===== src/rtl/riscv_muldiv.sv =====
// riscv_muldiv: iterative RV32M multiply/divide unit.
// Shift-add multiply and restoring divide, one bit per cycle, single write-back.
module riscv_muldiv #(
    parameter int XLEN = 32
) (
    input  logic            clk_i,
    input  logic            rst_i,
    input  logic            start_i,
    input  logic [2:0]      funct3_i,
    input  logic [XLEN-1:0] rs1_val_i,
    input  logic [XLEN-1:0] rs2_val_i,
    input  logic [4:0]      rd_idx_i,
    output logic            busy_o,
    output logic            done_o,
    output logic            wr_en_o,
    output logic [4:0]      wr_idx_o,
    output logic [XLEN-1:0] wr_data_o
);

    localparam int CW = $clog2(XLEN);

    typedef enum logic [1:0] {
        S_IDLE,
        S_CALC,
        S_DONE
    } state_e;

    state_e state_q, state_d;

    logic [2:0]        f3_q, f3_d;
    logic [4:0]        rd_q, rd_d;
    logic [XLEN-1:0]   a_q, a_d;
    logic [XLEN-1:0]   b_q, b_d;
    logic [XLEN-1:0]   araw_q, araw_d;
    logic [2*XLEN-1:0] acc_q, acc_d;
    logic [CW-1:0]     cnt_q, cnt_d;
    logic              neg_q, neg_d;
    logic              bzero_q, bzero_d;
    logic              ovf_q, ovf_d;

    logic              busy_q, busy_d;
    logic              done_q, done_d;
    logic              wr_en_q, wr_en_d;
    logic [XLEN-1:0]   wr_data_q, wr_data_d;

    logic              accept;
    logic              sgn_a, sgn_b;
    logic [XLEN-1:0]   mag_a, mag_b;
    logic              neg_in;
    logic              ovf_in;

    logic [XLEN:0]     mul_sum;
    logic [2*XLEN-1:0] mul_next;
    logic [XLEN:0]     rem_sh;
    logic [XLEN:0]     div_diff;
    logic              qbit;
    logic [XLEN-1:0]   rem_new;
    logic [2*XLEN-1:0] div_next;

    logic [2*XLEN-1:0] prod;
    logic [XLEN-1:0]   quo_s;
    logic [XLEN-1:0]   rem_s;
    logic [XLEN-1:0]   result;

    assign accept = (state_q == S_IDLE) && start_i;

    // Operand decode: signedness, magnitudes, result sign and overflow case
    always_comb begin
        sgn_a  = 1'b0;
        sgn_b  = 1'b0;
        neg_in = 1'b0;
        ovf_in = 1'b0;
        unique case (funct3_i)
            3'b001, 3'b100, 3'b110: begin
                sgn_a = rs1_val_i[XLEN-1];
                sgn_b = rs2_val_i[XLEN-1];
            end
            3'b010: sgn_a = rs1_val_i[XLEN-1];
            default: ;
        endcase
        mag_a = sgn_a ? -rs1_val_i : rs1_val_i;
        mag_b = sgn_b ? -rs2_val_i : rs2_val_i;
        if (funct3_i[2] && funct3_i[1])
            neg_in = sgn_a;
        else
            neg_in = sgn_a ^ sgn_b;
        ovf_in = funct3_i[2] && !funct3_i[0]
              && (rs1_val_i == {1'b1, {(XLEN-1){1'b0}}})
              && (rs2_val_i == {XLEN{1'b1}});
    end

    // One multiply step (LSB-first) and one restoring divide step (MSB-first)
    always_comb begin
        mul_sum  = {1'b0, acc_q[2*XLEN-1:XLEN]}
                 + {1'b0, (b_q[0] ? a_q : {XLEN{1'b0}})};
        mul_next = {mul_sum, acc_q[XLEN-1:1]};
        rem_sh   = {acc_q[2*XLEN-1:XLEN], a_q[XLEN-1]};
        div_diff = rem_sh - {1'b0, b_q};
        qbit     = ~div_diff[XLEN];
        rem_new  = qbit ? div_diff[XLEN-1:0] : rem_sh[XLEN-1:0];
        div_next = {rem_new, acc_q[XLEN-2:0], qbit};
    end

    // Datapath next-state: latch on accept, iterate in CALC
    always_comb begin
        f3_d    = f3_q;
        rd_d    = rd_q;
        a_d     = a_q;
        b_d     = b_q;
        araw_d  = araw_q;
        acc_d   = acc_q;
        cnt_d   = cnt_q;
        neg_d   = neg_q;
        bzero_d = bzero_q;
        ovf_d   = ovf_q;
        if (accept) begin
            f3_d    = funct3_i;
            rd_d    = rd_idx_i;
            a_d     = mag_a;
            b_d     = mag_b;
            araw_d  = rs1_val_i;
            acc_d   = '0;
            cnt_d   = '0;
            neg_d   = neg_in;
            bzero_d = (rs2_val_i == '0);
            ovf_d   = ovf_in;
        end else if (state_q == S_CALC) begin
            cnt_d = cnt_q + CW'(1);
            if (f3_q[2]) begin
                acc_d = div_next;
                a_d   = {a_q[XLEN-2:0], 1'b0};
            end else begin
                acc_d = mul_next;
                b_d   = {1'b0, b_q[XLEN-1:1]};
            end
        end
    end

    // State register
    always_ff @(posedge clk_i or posedge rst_i) begin
        if (rst_i)
            state_q <= S_IDLE;
        else
            state_q <= state_d;
    end

    // Next-state logic
    always_comb begin
        state_d = state_q;
        unique case (state_q)
            S_IDLE: if (start_i) state_d = S_CALC;
            S_CALC: if (cnt_q == CW'(XLEN-1)) state_d = S_DONE;
            S_DONE: state_d = S_IDLE;
            default: state_d = S_IDLE;
        endcase
    end

    // Final result selection with sign and special-case overrides
    always_comb begin
        prod  = neg_q ? -acc_q : acc_q;
        quo_s = neg_q ? -acc_q[XLEN-1:0] : acc_q[XLEN-1:0];
        rem_s = neg_q ? -acc_q[2*XLEN-1:XLEN] : acc_q[2*XLEN-1:XLEN];
        unique case (f3_q)
            3'b000:
                result = prod[XLEN-1:0];
            3'b001, 3'b010, 3'b011:
                result = prod[2*XLEN-1:XLEN];
            3'b100, 3'b101:
                result = bzero_q ? {XLEN{1'b1}} : (ovf_q ? araw_q : quo_s);
            default:
                result = bzero_q ? araw_q : (ovf_q ? {XLEN{1'b0}} : rem_s);
        endcase
    end

    // Output logic, registered one cycle behind the state
    always_comb begin
        busy_d    = (state_q != S_IDLE);
        done_d    = (state_q == S_DONE);
        wr_en_d   = done_d && (rd_q != 5'd0);
        wr_data_d = done_d ? result : {XLEN{1'b0}};
    end

    // Datapath and output registers
    always_ff @(posedge clk_i or posedge rst_i) begin
        if (rst_i) begin
            f3_q      <= '0;
            rd_q      <= '0;
            a_q       <= '0;
            b_q       <= '0;
            araw_q    <= '0;
            acc_q     <= '0;
            cnt_q     <= '0;
            neg_q     <= 1'b0;
            bzero_q   <= 1'b0;
            ovf_q     <= 1'b0;
            busy_q    <= 1'b0;
            done_q    <= 1'b0;
            wr_en_q   <= 1'b0;
            wr_data_q <= '0;
        end else begin
            f3_q      <= f3_d;
            rd_q      <= rd_d;
            a_q       <= a_d;
            b_q       <= b_d;
            araw_q    <= araw_d;
            acc_q     <= acc_d;
            cnt_q     <= cnt_d;
            neg_q     <= neg_d;
            bzero_q   <= bzero_d;
            ovf_q     <= ovf_d;
            busy_q    <= busy_d;
            done_q    <= done_d;
            wr_en_q   <= wr_en_d;
            wr_data_q <= wr_data_d;
        end
    end

    assign busy_o    = busy_q;
    assign done_o    = done_q;
    assign wr_en_o   = wr_en_q;
    assign wr_idx_o  = rd_q;
    assign wr_data_o = wr_data_q;

endmodule


===== config.mk =====
export PLATFORM = sky130hd
export DESIGN_NAME = riscv_muldiv
export DESIGN_NICKNAME = d
export VERILOG_FILES = /design/src/rtl/riscv_muldiv.sv
export SDC_FILE = /design/constraint.sdc
export NUM_CORES = 1
export LEC_CHECK = 0
export BUFFER_PORTS_ARGS = -buffer_cell sky130_fd_sc_hd__buf_2
export CAP_MARGIN = 20
export CORE_MARGIN = 2
export CORE_UTILIZATION = 50
export CTS_CLUSTER_SIZE = 28
export DETAILED_ROUTE_END_ITERATION = 10
export MAX_ROUTING_LAYER = met4
export PLACE_DENSITY = 0.78
export SYNTH_ARGS = -nofsm -noshare
export SYNTH_HDL_FRONTEND = slang
export SYNTH_SLANG_ARGS = --single-unit

===== constraint.sdc =====
create_clock -name clk_i -period 22.3 [get_ports clk_i]
set_clock_uncertainty 0.2 [all_clocks]
set_input_delay 5.575 -clock clk_i [delete_from_list [all_inputs] [get_ports clk_i]]
set_output_delay 5.575 -clock clk_i [all_outputs]
set_load 0.01 [all_outputs]

==> results.json <==
{
  "p_comb_frac": 0.587,
  "num-fill-cells": 3152,
  "synth_top_area_share": 0.316,
  "ys.flop_type": "dfrtp_1",
  "grt_pass1_vias": 15100,
  "rows": 67,
  "final_cells": 2599,
  "power_frac_seq": 0.264,
  "pre_cts_slack_ns": 13.69,
  "track_usage": 0.297,
  "sw_frac_of_total": 0.483,
  "cts-root-buf": "clkbuf_16",
  "clockPowerShare": 0.149,
  "vias": 16000,
  "multi_input_area_um2": 10700,
  "area_delta_synth_final_pct": 9.96,
  "dieArea_um2": 35200,
  "crit_fanout": 6,
  "worst_pin_slew_ns": 1.07,
  "synth_area_leaders": "dfrtp_1 32%, nand2_1 8.3%, xnor2_1 7.7%",
  "clock.fmax_mhz": 124,
  "synth-seq-cells": 213,
  "power_density_nw_per_um2": 166,
  "crit_start": "rs1_val_i[2]",
  "worstSetupPathType": "primary input to register",
  "endpoint": "a_q[30]",
  "die-height_um": 188,
  "synth_edf_count": 0,
  "drt_iter0_drc": 1692,
  "hold_viol_final": 0,
  "ant_nets": 0,
  "rsz0062_at_grt": "no",
  "ff2ff_setup_slack_ns": 17.17,
  "slew_headroom": 0.286,
  "rr_worst_depth": 13,
  "grt.overflow.total": 0,
  "r2r_end": "acc_q[60]",
  "synth_nets": 2277,
  "synth_cells": 2128,
  "die_x_um": 188,
  "ff_latch_area_um2": 5340,
  "clock_sinks": 213,
  "cts_setup_buffers": 0,
  "worstSetupEndpointType": "register",
  "timing.final.crit_period_ns": 8.09,
  "vdd_drop_max_v": 0.0000870,
  "avgViaCountPerCell": 6.16,
  "drc": 0,
  "synthesis.area_um2": 16900,
  "use_met1": 0.401,
  "use_met3": 0.0344,
  "routedWlPerCell_um": 19.7,
  "cts_made_buffers": 26,
  "fp.coreArea_um2": 33400,
  "arrival_ns": 8.35,
  "yosysWarnings": 0,
  "start_util": 0.505,
  "status": "complete, no violations",
  "critical_path_required_ns": 22.56,
  "period_share": 0.363,
  "async_reset_ff_frac": 1.00,
  "internal_power_mw": 1.59,
  "path_clk_slew_ns": 0.06,
  "gp_congestion": 0.970,
  "cts_resized": 0,
  "leakage_nw": 8.19,
  "io_pins": 115,
  "holdBufCountCts": 0,
  "cts_tree": "yes",
  "cap_violations": 0,
  "setup_slack_ns": 14.21,
  "clk_latency_ns": 0.55,
  "p_total_mw": 3.07,
  "io_buffers": 114,
  "fin_setup_tns_ns": 0,
  "rr_startpoint": "b_q[0]",
  "slew_violations": 0,
  "h-tree-depth": 1,
  "antenna_found_initial": 3,
  "gr-max-usage-layer": "met2",
  "routed_wirelength_um": 51300,
  "setup_violations": 0,
  "cts.path.max_buffers": 3,
  "dp_hpwl_um": 37100,
  "worstSetupStartpointType": "primary input",
  "p_sw_mw": 1.48,
  "synth_cell_types": 66,
  "nets": 2277,
  "grt_pass1_wl_um": 82500,
  "synth_area_leader_cell": "dfrtp_1",
  "grt_max_degree": 94,
  "yosys-top-cells-count": "372 x nand2_1, 213 x dfrtp_1, 166 x o21ai_0",
  "syn-mean-instance-area_um2": 7.92,
  "ys_seq_area_frac": 0.316,
  "worstHoldPathType": "register to register",
  "dp.cells": 2548,
  "firstDrtPassIters": 7,
  "use_met2": 0.461,
  "yosysMostFrequentCell": "nand2_1",
  "drive_above_1_share": 0.0968
}
-- per-stage QoR --
step | hold WS, ns | area [um^2] | utilization
floorplan | 0.249 | 16900 | -
CTS | 0.299 | 18500 | 0.556
global route | 0.334 | 18500 | 0.556
global placement | 0.268 | 17600 | 0.527
detailed placement | 0.285 | 17600 | 0.528
finish | 0.297 | 18500 | 0.556
-- cell families after synthesis --
| group | synth area share |
|---|---|
| AOI/OAI and AO/OA | 0.226 |
| and+or+nand+nor | 0.204 |
| adders and majority gates | 0.0558 |
| DFF | 0.316 |
| xor gates and xnor gates | 0.107 |
| muxes | 0.0416 |
| buffers and inverters | 0.0502 |
-- registers in the layout (all words and copies together), names as in the netlist --
signal and count:
neg_q 1, wr_data_o 32, a_q 32, bzero_q 1
araw_q 32, done_o 1, state_q 2, wr_idx_o 5
cnt_q 5, wr_en_o 1, acc_q 64, b_q 32
f3_q 3, busy_o 1, ovf_q 1
-- critical path: stages --
cell     delay [ns]
buf_2          0.13
or4_1          0.55
nor3_1         0.25
and2_1         0.25
nand2_1        0.25
nor4_1         0.51
nand2_1        0.17
o41ai_1        0.34
xnor2_1        0.17
nand2_1        0.06
o21ai_0        0.10
-- placed cells by master, fill, tap and decap left out, types with 7 or more instances in the layout --
cell type  count
and3_1         7
a21o_1        29
o31ai_1       28
o41ai_1       14
nor3_1        63
a221oi_1      34
dfrtp_1      211
xnor2_1      148
a222oi_1      29
or4_1         14
o221ai_1      10
nand4_1       18
xor2_1        58
a211oi_1      51
o21a_1        12
nor4_1        14
buf_4         21
nor2_1       146
nand2_1      370
inv_1         58
ha_1          72
nor2b_1       13
a21oi_1      116
o21ai_0      166
or3_1         13
and2_1        38
a31oi_1       18
clkbuf_16     26
buf_2        114
mux2i_1       69
a22oi_1       21
nand2b_1      14
nand3_1       22
-- worst min-delay path by stage --
stage | startpoint | endpoint | slack (ns) | cells after the start
after floorplan | cnt_q[3] | cnt_q[3] | 0.25 | 1
after global placement | cnt_q[3] | cnt_q[3] | 0.27 | 1
after detailed placement | wr_idx_o[2] | wr_idx_o[2] | 0.28 | 2
after CTS | cnt_q[3] | cnt_q[3] | 0.30 | 1
after global routing | wr_idx_o[2] | wr_idx_o[2] | 0.33 | 2
final | wr_idx_o[2] | wr_idx_o[2] | 0.30 | 2
-- power by group through the flow --
stage / clock network, mW / registers [mW] / logic, mW
floorplan: 0 / 0.648 / 1.51
global placement: 0 / 0.801 / 1.73
detailed placement: 0 / 0.806 / 1.77
CTS: 0.459 / 0.803 / 1.78
global route: 0.478 / 0.833 / 2.01
finish: 0.457 / 0.812 / 1.81
-- layout make-up --
| type | count | area share |
|---|---|---|
| multi-input combinational | 1692 | 0.579 |
| sequential | 213 | 0.288 |
| timing repair buffer | 136 | 0.0408 |
| clock buffer | 33 | 0.0370 |
| tap | 448 | 0.0302 |
| clock inverter | 15 | 0.0126 |
| inverter | 59 | 0.0123 |
| antenna | 3 | 0.000405 |
-- layer usage --
metal / vias to the layer above / share of wire
met5: - / 0
met4: 0 / 0.038
met3: 116 / 0.069
met2: 680 / 0.45
met1: 7610 / 0.44
li1: 7602 / -
(Power assumes the default switching activity.)
